`config.mk`:
```
export PLATFORM = sky130hd
export DESIGN_NAME = mux_sel_arbiter
export DESIGN_NICKNAME = d
export VERILOG_FILES = /design/src/rtl/mux_sel_arbiter.sv
export SDC_FILE = /design/constraint.sdc
export NUM_CORES = 1
export LEC_CHECK = 0
export CORE_UTILIZATION = 49
export CTS_CLUSTER_SIZE = 30
export DETAILED_ROUTE_END_ITERATION = 10
export GPL_ROUTABILITY_DRIVEN = 0
export GPL_TIMING_DRIVEN = 0
export PLACE_DENSITY = 0.78
export SYNTH_ARGS = -nofsm -noshare
export SYNTH_HDL_FRONTEND = slang
export SYNTH_SLANG_ARGS = --single-unit
```
`constraint.sdc`:
```
create_clock -name clk -period 2 [get_ports clk]
set_input_delay 0.3 -clock clk [delete_from_list [all_inputs] [get_ports clk]]
set_output_delay 0.3 -clock clk [all_outputs]
set_load 0.02 [all_outputs]
```
`src/rtl/mux_sel_arbiter.sv`:
```
// rtl/mux_sel_arbiter.sv - 4-way round-robin arbiter driving the 2-bit select of a 4:1 mux
module mux_sel_arbiter #(
    parameter int CNT_W    = 4,
    parameter int HOLD_MAX = 15
) (
    input  logic       clk,
    input  logic       rst,
    input  logic [3:0] req,
    input  logic       owner_release,
    output logic [1:0] sel,
    output logic [3:0] gnt,
    output logic       gnt_valid,
    output logic       timeout
);

    typedef enum logic {
        IDLE  = 1'b0,
        GRANT = 1'b1
    } state_t;

    localparam logic [CNT_W-1:0] HOLD_LAST = CNT_W'(HOLD_MAX - 1);
    localparam logic             HOLD_EN   = (HOLD_MAX != 0);

    state_t           state;
    logic [1:0]       last;
    logic [CNT_W-1:0] hold_cnt;

    logic [1:0] win;
    logic [1:0] idx;
    logic       owner_drop;
    logic       hold_hit;
    logic       grant_exit;

    // Scan from lowest to highest priority so the first set bit after 'last' overwrites all others.
    always_comb begin
        win = 2'd0;
        idx = 2'd0;
        for (int k = 4; k >= 1; k--) begin
            idx = last + 2'(k);
            if (req[idx]) begin
                win = idx;
            end
        end
    end

    assign owner_drop = !req[sel];
    assign hold_hit   = HOLD_EN && (hold_cnt == HOLD_LAST);
    assign grant_exit = owner_release || owner_drop || hold_hit;

    always_ff @(posedge clk or posedge rst) begin
        if (rst) begin
            state     <= IDLE;
            last      <= 2'd3;
            hold_cnt  <= '0;
            sel       <= 2'd0;
            gnt       <= 4'd0;
            gnt_valid <= 1'b0;
            timeout   <= 1'b0;
        end else begin
            timeout <= 1'b0;
            case (state)
                IDLE: begin
                    if (req != 4'd0) begin
                        sel       <= win;
                        gnt       <= 4'd1 << win;
                        gnt_valid <= 1'b1;
                        hold_cnt  <= '0;
                        state     <= GRANT;
                    end
                end
                GRANT: begin
                    if (grant_exit) begin
                        last      <= sel;
                        gnt       <= 4'd0;
                        gnt_valid <= 1'b0;
                        hold_cnt  <= '0;
                        state     <= IDLE;
                        timeout   <= hold_hit && !owner_release && !owner_drop;
                    end else if (hold_cnt != {CNT_W{1'b1}}) begin
                        hold_cnt <= hold_cnt + 1'b1;
                    end
                end
                default: state <= IDLE;
            endcase
        end
    end

endmodule
```
**After elaboration in Yosys (flattened, before gate mapping)**

Index checks and enable logic that the tools add are counted.

- Latch bits: 0
- Logic and storage cells: 63
- RAM bits: 0
- Output and inout bits: 8
- Bits in read-only memories: 0
- Memories kept: 0
- Register bits after elaboration: 15

- Shifts and indexed selects: 1
- $lt $le $gt $ge: 5
- $add $sub $neg: 4
- Equal/unequal tests: 5
- Div/mod/pow operators: 0
- Bitwise logic cells: 1
- Multipliers: 0
- Muxes and demuxes: 29
- Reduce and logical (&&, ||, !) cells: 11

Operator list:

| operator | count |
|---|---|
| 4-bit two-way mux | 5 |
| 4-bit one-hot mux with 2 select lines | 2 |
| 2-bit by 3-bit < comparator with 1-bit output (second input constant) | 5 |
| 1-bit two-way mux | 11 |
| 1-bit binary-select mux with 2-bit select | 5 |
| 2-bit two-way mux | 4 |
| 2-bit AND reduction | 4 |
| 2-bit adder (second input constant) | 2 |
| 4-bit by 1-bit adder with 4-bit output (second input constant) | 1 |
| 4-bit == test (second input constant) | 1 |
| 4-bit inequality test (second input constant) | 1 |
| 1-bit one-hot mux with 2 select lines | 2 |
| 4-bit nonzero test | 1 |
| 1-bit by 2-bit << shifter with 4-bit output (first input constant) | 1 |
| 3-bit by 1-bit inequality test with 1-bit output (second input constant) | 1 |
| 2-bit by 1-bit adder with 2-bit output (second input constant) | 1 |
| 1-bit logical AND | 2 |
| 1-bit zero test | 2 |
| 1-bit logical OR | 2 |
| 2-bit by 1-bit inequality test with 1-bit output (second input constant) | 1 |
| 2-bit inequality test (second input constant) | 1 |
| 1-bit inverter | 1 |

**Depth between registers and ports, before layout**

Gate-level depths: netlist of the first run.

- Depth in word-level cells: 9
- Mapped depth: 6
- Depth with buffers taken out: 6

**Least setup slack after synthesis of the first run**

No wires, ideal clock.

- Kind: register to register
- Start point: register sel[0]
- End point: register last[0]
- Setup time: 0.082 ns
- Clock period less this slack: 1.697 ns
- Path slack: 0.303 ns
- Stages on the path, launching flop included: 4
- Arrival: 1.615 ns
- Data required time: 1.918 ns
- Cells stage by stage: dfrtp_1 mux4_2 a31oi_4 mux2_2

- Word-level cells in the longest chain between the ends: 6

Ends and longest elaborated chain:

| item | line | text |
|---|---|---|
| from (decl) | 10 | `output logic [1:0] sel,` |
| from (signal assigned) | 64 | `sel <= win;` |
| 1-bit binary-select mux with 2-bit select | 46 | `assign owner_drop = !req[sel];` |
| 1-bit two-way mux (implied by the code) | 46 |  |
| 1-bit zero test | 46 |  |
| 1-bit logical OR (2 in a row) | 48 | `assign grant_exit = owner_release \|\| owner_drop \|\| hold_hit;` |
| 2-bit AND reduction (no source line) | -- |  |
| to (signal assigned) | 73 | `last <= sel;` |
| to (decl) | 25 | `logic [1:0] last;` |

Parallel ways exist; a longest one is shown, timed or not. The select of a mux whose other input is x is not followed.
A chain may end at the register's enable or synchronous reset.

**Final worst setup path of the first run**

- Start point: input req[0]
- End point: register hold_cnt[3]

- Word-level cells in the longest chain between the ends: 7
- Elaborated cells on any way between the ends: 11
- Classes of those cells: 2 x eq/ne; 4 x mux; 5 x reduce/logical

Ends and longest elaborated chain:

| item | line | text |
|---|---|---|
| from (decl) | 8 | `input logic [3:0] req,` |
| 1-bit binary-select mux with 2-bit select | 46 |  |
| 1-bit two-way mux (implied by the code) | 46 |  |
| 1-bit zero test | 46 |  |
| 1-bit logical OR (2 in a row) | 48 |  |
| 4-bit two-way mux / 3-bit by 1-bit inequality test with 1-bit output (equally long branches) | -- |  |
| 4-bit one-hot mux with 2 select lines / 2-bit AND reduction (equally long branches) | -- |  |
| to (signal assigned) | 80 | `hold_cnt <= hold_cnt + 1'b1;` |
| to (decl) | 26 | `logic [CNT_W-1:0] hold_cnt;` |

Parallel ways exist; a longest one is shown, timed or not. The select of a mux whose other input is x is not followed.

==> metrics, run 1 <==
Clock Tree Buf Depth 2; Clock Power Share 13.9%; share of layout cells above drive strength 1 14.1%; type of origin of the critical path input pin; Yosys reg bits 15; detailed placer's ending HPWL 1090 um; worst path required time 2.18 ns; Post-CTS Setup Inserts 0; internal power 784 uW; post-layout min period 1.76 ns; All-Layer GR Usage 19.5%; PwrDens 1300 nW/um^2; critical path arrival 1.94 ns; ANT nets after route 0; Post-Syn Area per Cell 10.7 um^2; CTS root buf clkbuf_4; Detailed Routing Iterations Pass 1 4; Post-Syn Instances 74; Max Freq 567 MHz; Final nets 102; Max VDD drop 696 uV; Net Sw Frac 38.4%; IO Pins 15; clk_lat worst skew 0.28 ns; most frequent cell after synthesis dfrtp_1; Async SR Flop Fraction 100%; Hold-fix buffers, CTS 0; Initial Util 52.3%; vias in the first global route 597; clk_skew 0.00240 ns; initial drt markers 25; DRC Markers 0; Die W 42.1 um; die area 1770 um^2; ranking of synthesized cells by area dfrtp_1 (41%), dfstp_2 (6.7%), mux2_2 (4.3%); tightest hold margin 0.350 ns; EDFF count, synth 0; clock sink count 15; syn_nets 83; area leader, netlist dfrtp_1; R2R Setup Slk 0.32 ns; initial antenna violation count 0; R2R Path Start sel[0]; total gr overflow 0; Design Power 1270 uW; largest net degree at the start of global routing 16; Hold Path Class input pin to async pin; area growth from synthesis to layout 23.7%; final wirelength 1550 um; via count 630; Ys Warns 0; commonest cells in the netlist dfrtp_1 (13), nand2_1 (7), a21oi_1 (5), inv_1 (5), nor2_1 (5); CORE AREA 1510 um^2; Seq/Total Area, Yosys 47.9%; Final Max Slew Viols 0; crit path kind input pin to register; worst slew pin tran 0.593 ns; Comb power frac 45.2%; Yosys cell types 30; Max Cap Viol 0; Switching Power 488 uW; antenna cell count 0; final-report hold violation count 0; CTS resizes 0; Critical R2R Capture last[0]; first-pass GRT wire length 2670 um; R2R depth 3; htree depth 1; Pleak 0.000414 uW; CP endpoint kind register; endpoints failing setup 0; register clock-pin slew on the reported worst setup and hold paths 0.09 ns; TNS Setup 0 ns; status finished clean; FILL cells 122; IO buf count 14; RSZ-0062 raised after global routing false; Post-Syn Area 788 um^2; Worst Path Max Fanout 5; CTS tree done; Die Ht 42.1 um; row count 14; Vias/cell 5.83; slew margin rel. 60.1%; Final period util 88.1%; Reg power frac 41.0%; Synth top area share 41.3%; Num CTS Buffers 3; top_reg_cell synth dfrtp_1; routed wire length per instance 14.4 um
cell usage in the layout (no fill, tap or decap), types with 3 or more instances in the layout:
| cell type | instances |
|---|---|
| a21oi_1 | 5 |
| clkbuf_4 | 3 |
| clkdlybuf4s50_1 | 14 |
| dfrtp_1 | 13 |
| inv_1 | 5 |
| mux2_2 | 3 |
| nand2_1 | 7 |
| nand3_1 | 3 |
| nor2_1 | 5 |
| nor2b_1 | 4 |
per-stage QoR:
step                      instance area, um^2  instances  setup slack [ns]  util, %
after floorplan                           788         74             0.303        -
after global placement                    948        104           -0.0226     63.0
after detailed placement                  948        104           -0.0387     63.0
after CTS                                 975        108             0.248     64.7
after global routing                      975        108            0.0931     64.7
final                                     975        108             0.237     64.7
routing by layer:
| metal | track usage, % | vias to the layer above | part of all wire [%] |
|---|---|---|---|
| li1 | - | 309 | - |
| met1 | 32.3 | 307 | 55 |
| met2 | 25.6 | 12 | 41 |
| met3 | 3.88 | 2 | 3.4 |
| met4 | 5.63 | 0 | 0.52 |
| met5 | 0 | - | 0 |
worst max-delay path by stage:
| stage | startpoint | end | cells past startpoint |
|---|---|---|---|
| after floorplan | sel[0] | last[0] | 3 |
| after global placement | req[3] | last[0] | 4 |
| after detailed placement | req[3] | last[0] | 4 |
| after CTS | req[3] | last[0] | 4 |
| after global routing | req[1] | hold_cnt[3] | 5 |
| final | req[0] | hold_cnt[3] | 5 |
power groups by stage:
| stage | sequential (uW) | clock (uW) | combinational, uW |
|---|---|---|---|
| 2_1_floorplan | 574 | 0 | 304 |
| 3_3_place_gp | 514 | 0 | 562 |
| 3_5_place_dp | 521 | 0 | 569 |
| 4_1_cts | 518 | 178 | 576 |
| 5_1_grt | 534 | 193 | 622 |
| 6_report | 521 | 177 | 574 |
logic make-up after synthesis:
kind of cell	Yosys count	share of synthesized area, %
adder cells (fa/ha/maj)	2	3.17
AO/OA/AOI/OAI	18	17.9
AND/OR/NAND/NOR	28	18.9
flip-flops	15	47.9
buffers and inverters	5	2.38
multiplexers	6	9.68
flip-flops by register name, indices dropped and copies added, names as in the netlist:
register / count
gnt: 4
state: 1
timeout: 1
last: 2
sel: 2
gnt_valid: 1
hold_cnt: 4
worst max-delay path, stage by stage:
cell	delay, ns
clkdlybuf4s50_1	0.47
nor4_1	0.58
nand2_1	0.26
a41oi_1	0.28
nor2_1	0.06
layout make-up:
| type | count | area (um^2) | area share (%) |
|---|---|---|---|
| Multi-Input combinational cell | 54 | 392 | 40.2 |
| Clock buffer | 4 | 26.3 | 2.70 |
| Inverter | 5 | 18.8 | 1.93 |
| Sequential cell | 15 | 378 | 38.8 |
| Tap cell | 16 | 20.0 | 2.05 |
| Timing Repair Buffer | 14 | 140 | 14.4 |
(Power assumes the default switching activity.)
==> run 2, diff against run 1 <==
Settings changed: CORE_UTILIZATION 49 to 50, PLACE_DENSITY 0.78 to 0.79.
Clock period 2 ns to 2.2 ns, I/O delays scaled along.
==> metrics, run 2 (synthesized netlist as in run 1, its figures left out) <==
Die W 41.7 um (-0.96%); DRC Markers 0 (unchanged); fin cells 107 (-0.93%); CP top delay family multiplexers; vias in the first global route 608 (+1.8%); met1 WL 808 um (-5.9%); CP max stage delay 0.57 ns (about the same); post-layout min period 1.79 ns; Post-CTS Setup Inserts 0 (unchanged); Worst Path Max Fanout 6 (+1); Final nets 102 (unchanged); Die Ht 41.7 um (-0.96%); via count 615 (-2.4%); Core Util, Final 70.5% (+5.8 points); first-pass GRT wire length 2750 um (+2.8%); Slowest cell on crit path mux4_2; ANT nets after route 0 (unchanged); most common cell after layout, fill and taps aside clkdlybuf4s50_1; Detailed Routing Iterations Pass 1 4 (unchanged); Pleak 0.000417 uW (+0.66%); Top Metal Used met4; Max VDD drop 695 uV (about the same); clk_skew 0.00364 ns (+0.00124 ns); register clock-pin slew on the reported worst setup and hold paths 0.09 ns (about the same); antenna cell count 0 (unchanged); PwrDens 1170 nW/um^2 (-10%); cell-by-cell trace of the critical path clkdlybuf4s50_1, mux4_2, a31oi_4, mux2_2; slew margin rel. 61.8% (+1.7 points); final wirelength 1510 um (-2.7%); FILL cells 98 (-20%); status finished clean; clk_lat worst skew 0.28 ns (about the same); Comb power frac 45.6% (+0.4 points); internal power 709 uW (-9.5%); Net Sw Frac 37.8% (-0.57 points); Clock Tree Buf Depth 2 (unchanged); CTS tree done; Initial Util 57.0% (+4.7 points); initial drt markers 14 (-44%); type of origin of the critical path input pin; placed insts 103 (-0.96%); share of layout cells above drive strength 1 15.2% (+1.1 points); IO Pins 15 (unchanged); Reg power frac 40.7% (-0.3 points); detailed placer's ending HPWL 1090 um (+0.15%); TNS Setup 0 ns (unchanged); CP endpoint kind register; Final period util 81.3%; CORE AREA 1380 um^2 (-8.2%); row count 13 (-1); worst path required time 2.41 ns (+0.23 ns); clock sink count 15 (unchanged); final setup margin 0.412 ns (+0.175 ns); Switching Power 431 uW (-12%); Num CTS Buffers 3 (unchanged); crit path kind input pin to register; Placement Setup Slack 0.138 ns (+0.176 ns); most frequent cells in the layout clkdlybuf4s50_1 (14), dfrtp_1 (13), nand2_1 (7); Regs by FF count gnt (4), hold_cnt (4); area of the multi-input gates 392 um^2 (unchanged); Max Cap Viol 0 (unchanged); final-report hold violation count 0 (unchanged); All-Layer GR Usage 20.7% (+1.2 points); initial antenna violation count 0 (unchanged); Clock Power Share 13.7% (-0.2 points); Hold Path Class input pin to async pin; critical path arrival 2.00 ns (+0.06 ns); worst slew pin tran 0.572 ns (-0.0211 ns); CTS root buf clkbuf_4; met3 wire len 62 um (+19%); endpoints failing setup 0 (unchanged); worst path bufs/invs 1 (unchanged); WL met2 626 um (-0.79%); routed wire length per instance 14.1 um (-1.8%); Vias/cell 5.75 (-1.5%); total gr overflow 0 (unchanged); RSZ-0062 raised after global routing false; htree depth 1 (unchanged); CTS resizes 0 (unchanged); die area 1740 um^2 (-1.9%); largest net degree at the start of global routing 16 (unchanged); Hold-fix buffers, CTS 0 (unchanged); Max Freq 559 MHz; Final Max Slew Viols 0 (unchanged); IO buf count 14 (unchanged); Reg area 378 um^2 (unchanged); area growth from synthesis to layout 23.7% (unchanged)
run 2: cell count changes in the layout (fill, tap and decap cells not counted):
cell and change:
clkinv_2 +1, clkbuf_1 -1
run 2: metrics by stage:
step | total power [uW] | instance area, um^2 | hold slack, ns
after floorplan | 799 | 788 | 0.230
after global placement | 975 | 947 | 0.477
after detailed placement | 984 | 947 | 0.480
after CTS | 1150 | 975 | 0.408
after global routing | 1220 | 975 | 0.437
final | 1140 | 975 | 0.397
run 2: final cells by class:
type / count / area share [%]
Multi-Input combinational cell: 54 / 40.2
Sequential cell: 15 / 38.8
Clock inverter: 1 / 0.513
Clock buffer: 3 / 2.31
Inverter: 5 / 1.93
Timing Repair Buffer: 14 / 14.4
Tap cell: 15 / 1.93
run 2: final timing paths:
kind	slack, ns	depth (start not counted)	to	startpoint
worst max register to register	0.53	3	last[1]	sel[0]
min in group clk	0.49	1	gnt[0]	gnt[0]
max in group asynchronous	1.43	2	hold_cnt[2]	rst
worst min register to register	0.49	1	gnt[0]	gnt[0]
worst max-delay path	0.41	4	last[1]	req[3]
worst min-delay path	0.40	2	gnt[3]	rst
run 2: metal layers:
| metal | track usage (%) | vias up |
|---|---|---|
| li1 | - | 309 |
| met1 | 32.6 | 292 |
| met2 | 27.8 | 12 |
| met3 | 4.35 | 2 |
| met4 | 7.74 | 0 |
| met5 | 0 | - |
run 2: worst reg2reg max path, cell delays in order (launching register included):
cell     delay, ns
dfrtp_1       0.42
mux4_2        0.58
a31oi_4       0.24
mux2_2        0.37
run 2: power by group through the flow:
stage	combinational (uW)	clock, uW	sequential, uW
3_5_place_dp	516	0	468
4_1_cts	521	165	463
5_1_grt	559	179	479
6_report	520	156	464
2_1_floorplan	277	0	522
3_3_place_gp	510	0	465
==> run 3, diff against run 2 <==
Settings changed: CORE_UTILIZATION 50 to 49, PLACE_DENSITY 0.79 to 0.78.
Clock period 2.2 ns to 1.78 ns, I/O delays scaled along.
==> metrics, run 3 (synthesized netlist as in run 1, its figures left out) <==
status finished clean; Die Ht 42.1 um (+0.97%); Initial Util 52.3% (-4.7 points); clock sink count 15 (unchanged); Max VDD drop 780 uV (+12%); PwrDens 1460 nW/um^2 (+25%); Max Freq 576 MHz; share of layout cells above drive strength 1 15.2% (unchanged); critical path arrival 1.95 ns (-0.05 ns); Final nets 102 (unchanged); initial antenna violation count 0 (unchanged); Design Power 1430 uW (+25%); Clock Tree Buf Depth 2 (unchanged); row count 14 (+1); clk_lat worst skew 0.28 ns (about the same); post-layout min period 1.74 ns; htree depth 1 (unchanged); Hold-fix buffers, CTS 0 (unchanged); R2R Path Start sel[0]; worst path required time 2.00 ns (-0.41 ns); worst slew pin tran 0.550 ns (-0.0224 ns); met3 wire len 52 um (-16%); die area 1770 um^2 (+2.0%); Die W 42.1 um (+0.97%); register clock-pin slew on the reported worst setup and hold paths 0.09 ns (about the same); Num CTS Buffers 3 (unchanged); CTS root buf clkbuf_4; CTS tree done; Final period util 97.6%; CP endpoint kind register; total gr overflow 0 (unchanged); area growth from synthesis to layout 24.4%; FILL cells 120 (+22%); Pleak 0.000415 uW (-0.54%); endpoints failing setup 0 (unchanged); final wirelength 1550 um (+2.7%); Regs by FF count gnt (4), hold_cnt (4); IO buf count 14 (unchanged); crit path kind input pin to register; largest net degree at the start of global routing 16 (unchanged); DRC Markers 0 (unchanged); WL met2 640 um (+2.2%); met1 WL 847 um (+4.8%); Top Metal Used met4; R2R depth 3 (unchanged); RSZ-0062 raised after global routing false; final setup margin 0.0425 ns (-0.369 ns); Core Util, Final 65.1% (-5.4 points); most common cell after layout, fill and taps aside clkdlybuf4s50_1; Critical R2R Capture last[0]; detailed placer's ending HPWL 1090 um (-0.15%); initial drt markers 25 (+11); CTS resizes 0 (unchanged); vias in the first global route 597 (-1.8%); CORE AREA 1510 um^2 (+9.0%); via count 630 (+2.4%); type of origin of the critical path input pin; Worst Path Max Fanout 6 (unchanged); ANT nets after route 0 (unchanged); most frequent cells in the layout clkdlybuf4s50_1 (14), dfrtp_1 (13), nand2_1 (7); Post-CTS Setup Inserts 0 (unchanged); Hold Path Class input pin to async pin; Max Cap Viol 0 (unchanged); All-Layer GR Usage 19.5% (-1.2 points); Vias/cell 5.83 (+1.5%); R2R Setup Slk 0.10 ns (-0.43 ns); Detailed Routing Iterations Pass 1 4 (unchanged); slew margin rel. 63.3% (+1.5 points); first-pass GRT wire length 2670 um (-2.8%); Placement Setup Slack -0.226 ns (-0.363 ns); antenna cell count 0 (unchanged); IO Pins 15 (unchanged); routed wire length per instance 14.3 um (+1.7%); final-report hold violation count 0 (unchanged); Final Max Slew Viols 0 (unchanged); clk_skew 0.00240 ns (-0.00124 ns)
-- run 3: changes by cell type in the layout (fill, tap and decap cells not counted) --
| cell | delta |
|---|---|
| clkbuf_1 | +1 |
| nor4_2 | +1 |
| clkinv_2 | -1 |
| nor4_1 | -1 |
-- run 3: critical path, cell delays in order --
cell	delay, ns
clkdlybuf4s50_1	0.49
mux4_2	0.57
a31oi_4	0.25
mux2_2	0.37
-- run 3: per-layer routing --
metal	GRT usage (%)	vias to the layer above
met3	3.88	2
met1	32.3	308
li1	-	308
met2	25.6	12
met5	0	-
met4	5.63	0
-- run 3: how the worst max path moves through the flow --
stage	cells after the start	slack, ns	startpoint	to
final	4	0.04	req[3]	last[0]
after global routing	4	0.02	req[3]	last[1]
after CTS	4	0.06	req[3]	last[0]
after detailed placement	4	-0.23	req[3]	last[0]
after global placement	4	-0.21	req[3]	last[0]
after floorplan	3	0.08	sel[0]	last[0]
-- run 3: layout make-up --
class	instances	area (um^2)	share of cell area, %
Clock buffer	4	26.3	2.68
Inverter	5	18.8	1.91
Multi-Input combinational cell	54	398	40.6
Sequential cell	15	378	38.5
Tap cell	16	20.0	2.04
Timing Repair Buffer	14	140	14.3
-- run 3: where the power goes --
| part | internal (uW) | switching, uW |
|---|---|---|
| clock | 87.0 | 111 |
| combinational | 322 | 324 |
| sequential | 472 | 112 |
-- run 3: stage by stage --
stage,std cells,TNS [ns],hold WS (ns),instance area [um^2]
finish,108,0,0.317,981
global route,108,0,0.399,981
CTS,108,0,0.341,975
detailed placement,104,-1.80,0.475,948
global placement,104,-1.46,0.480,948
floorplan,74,0,0.167,788
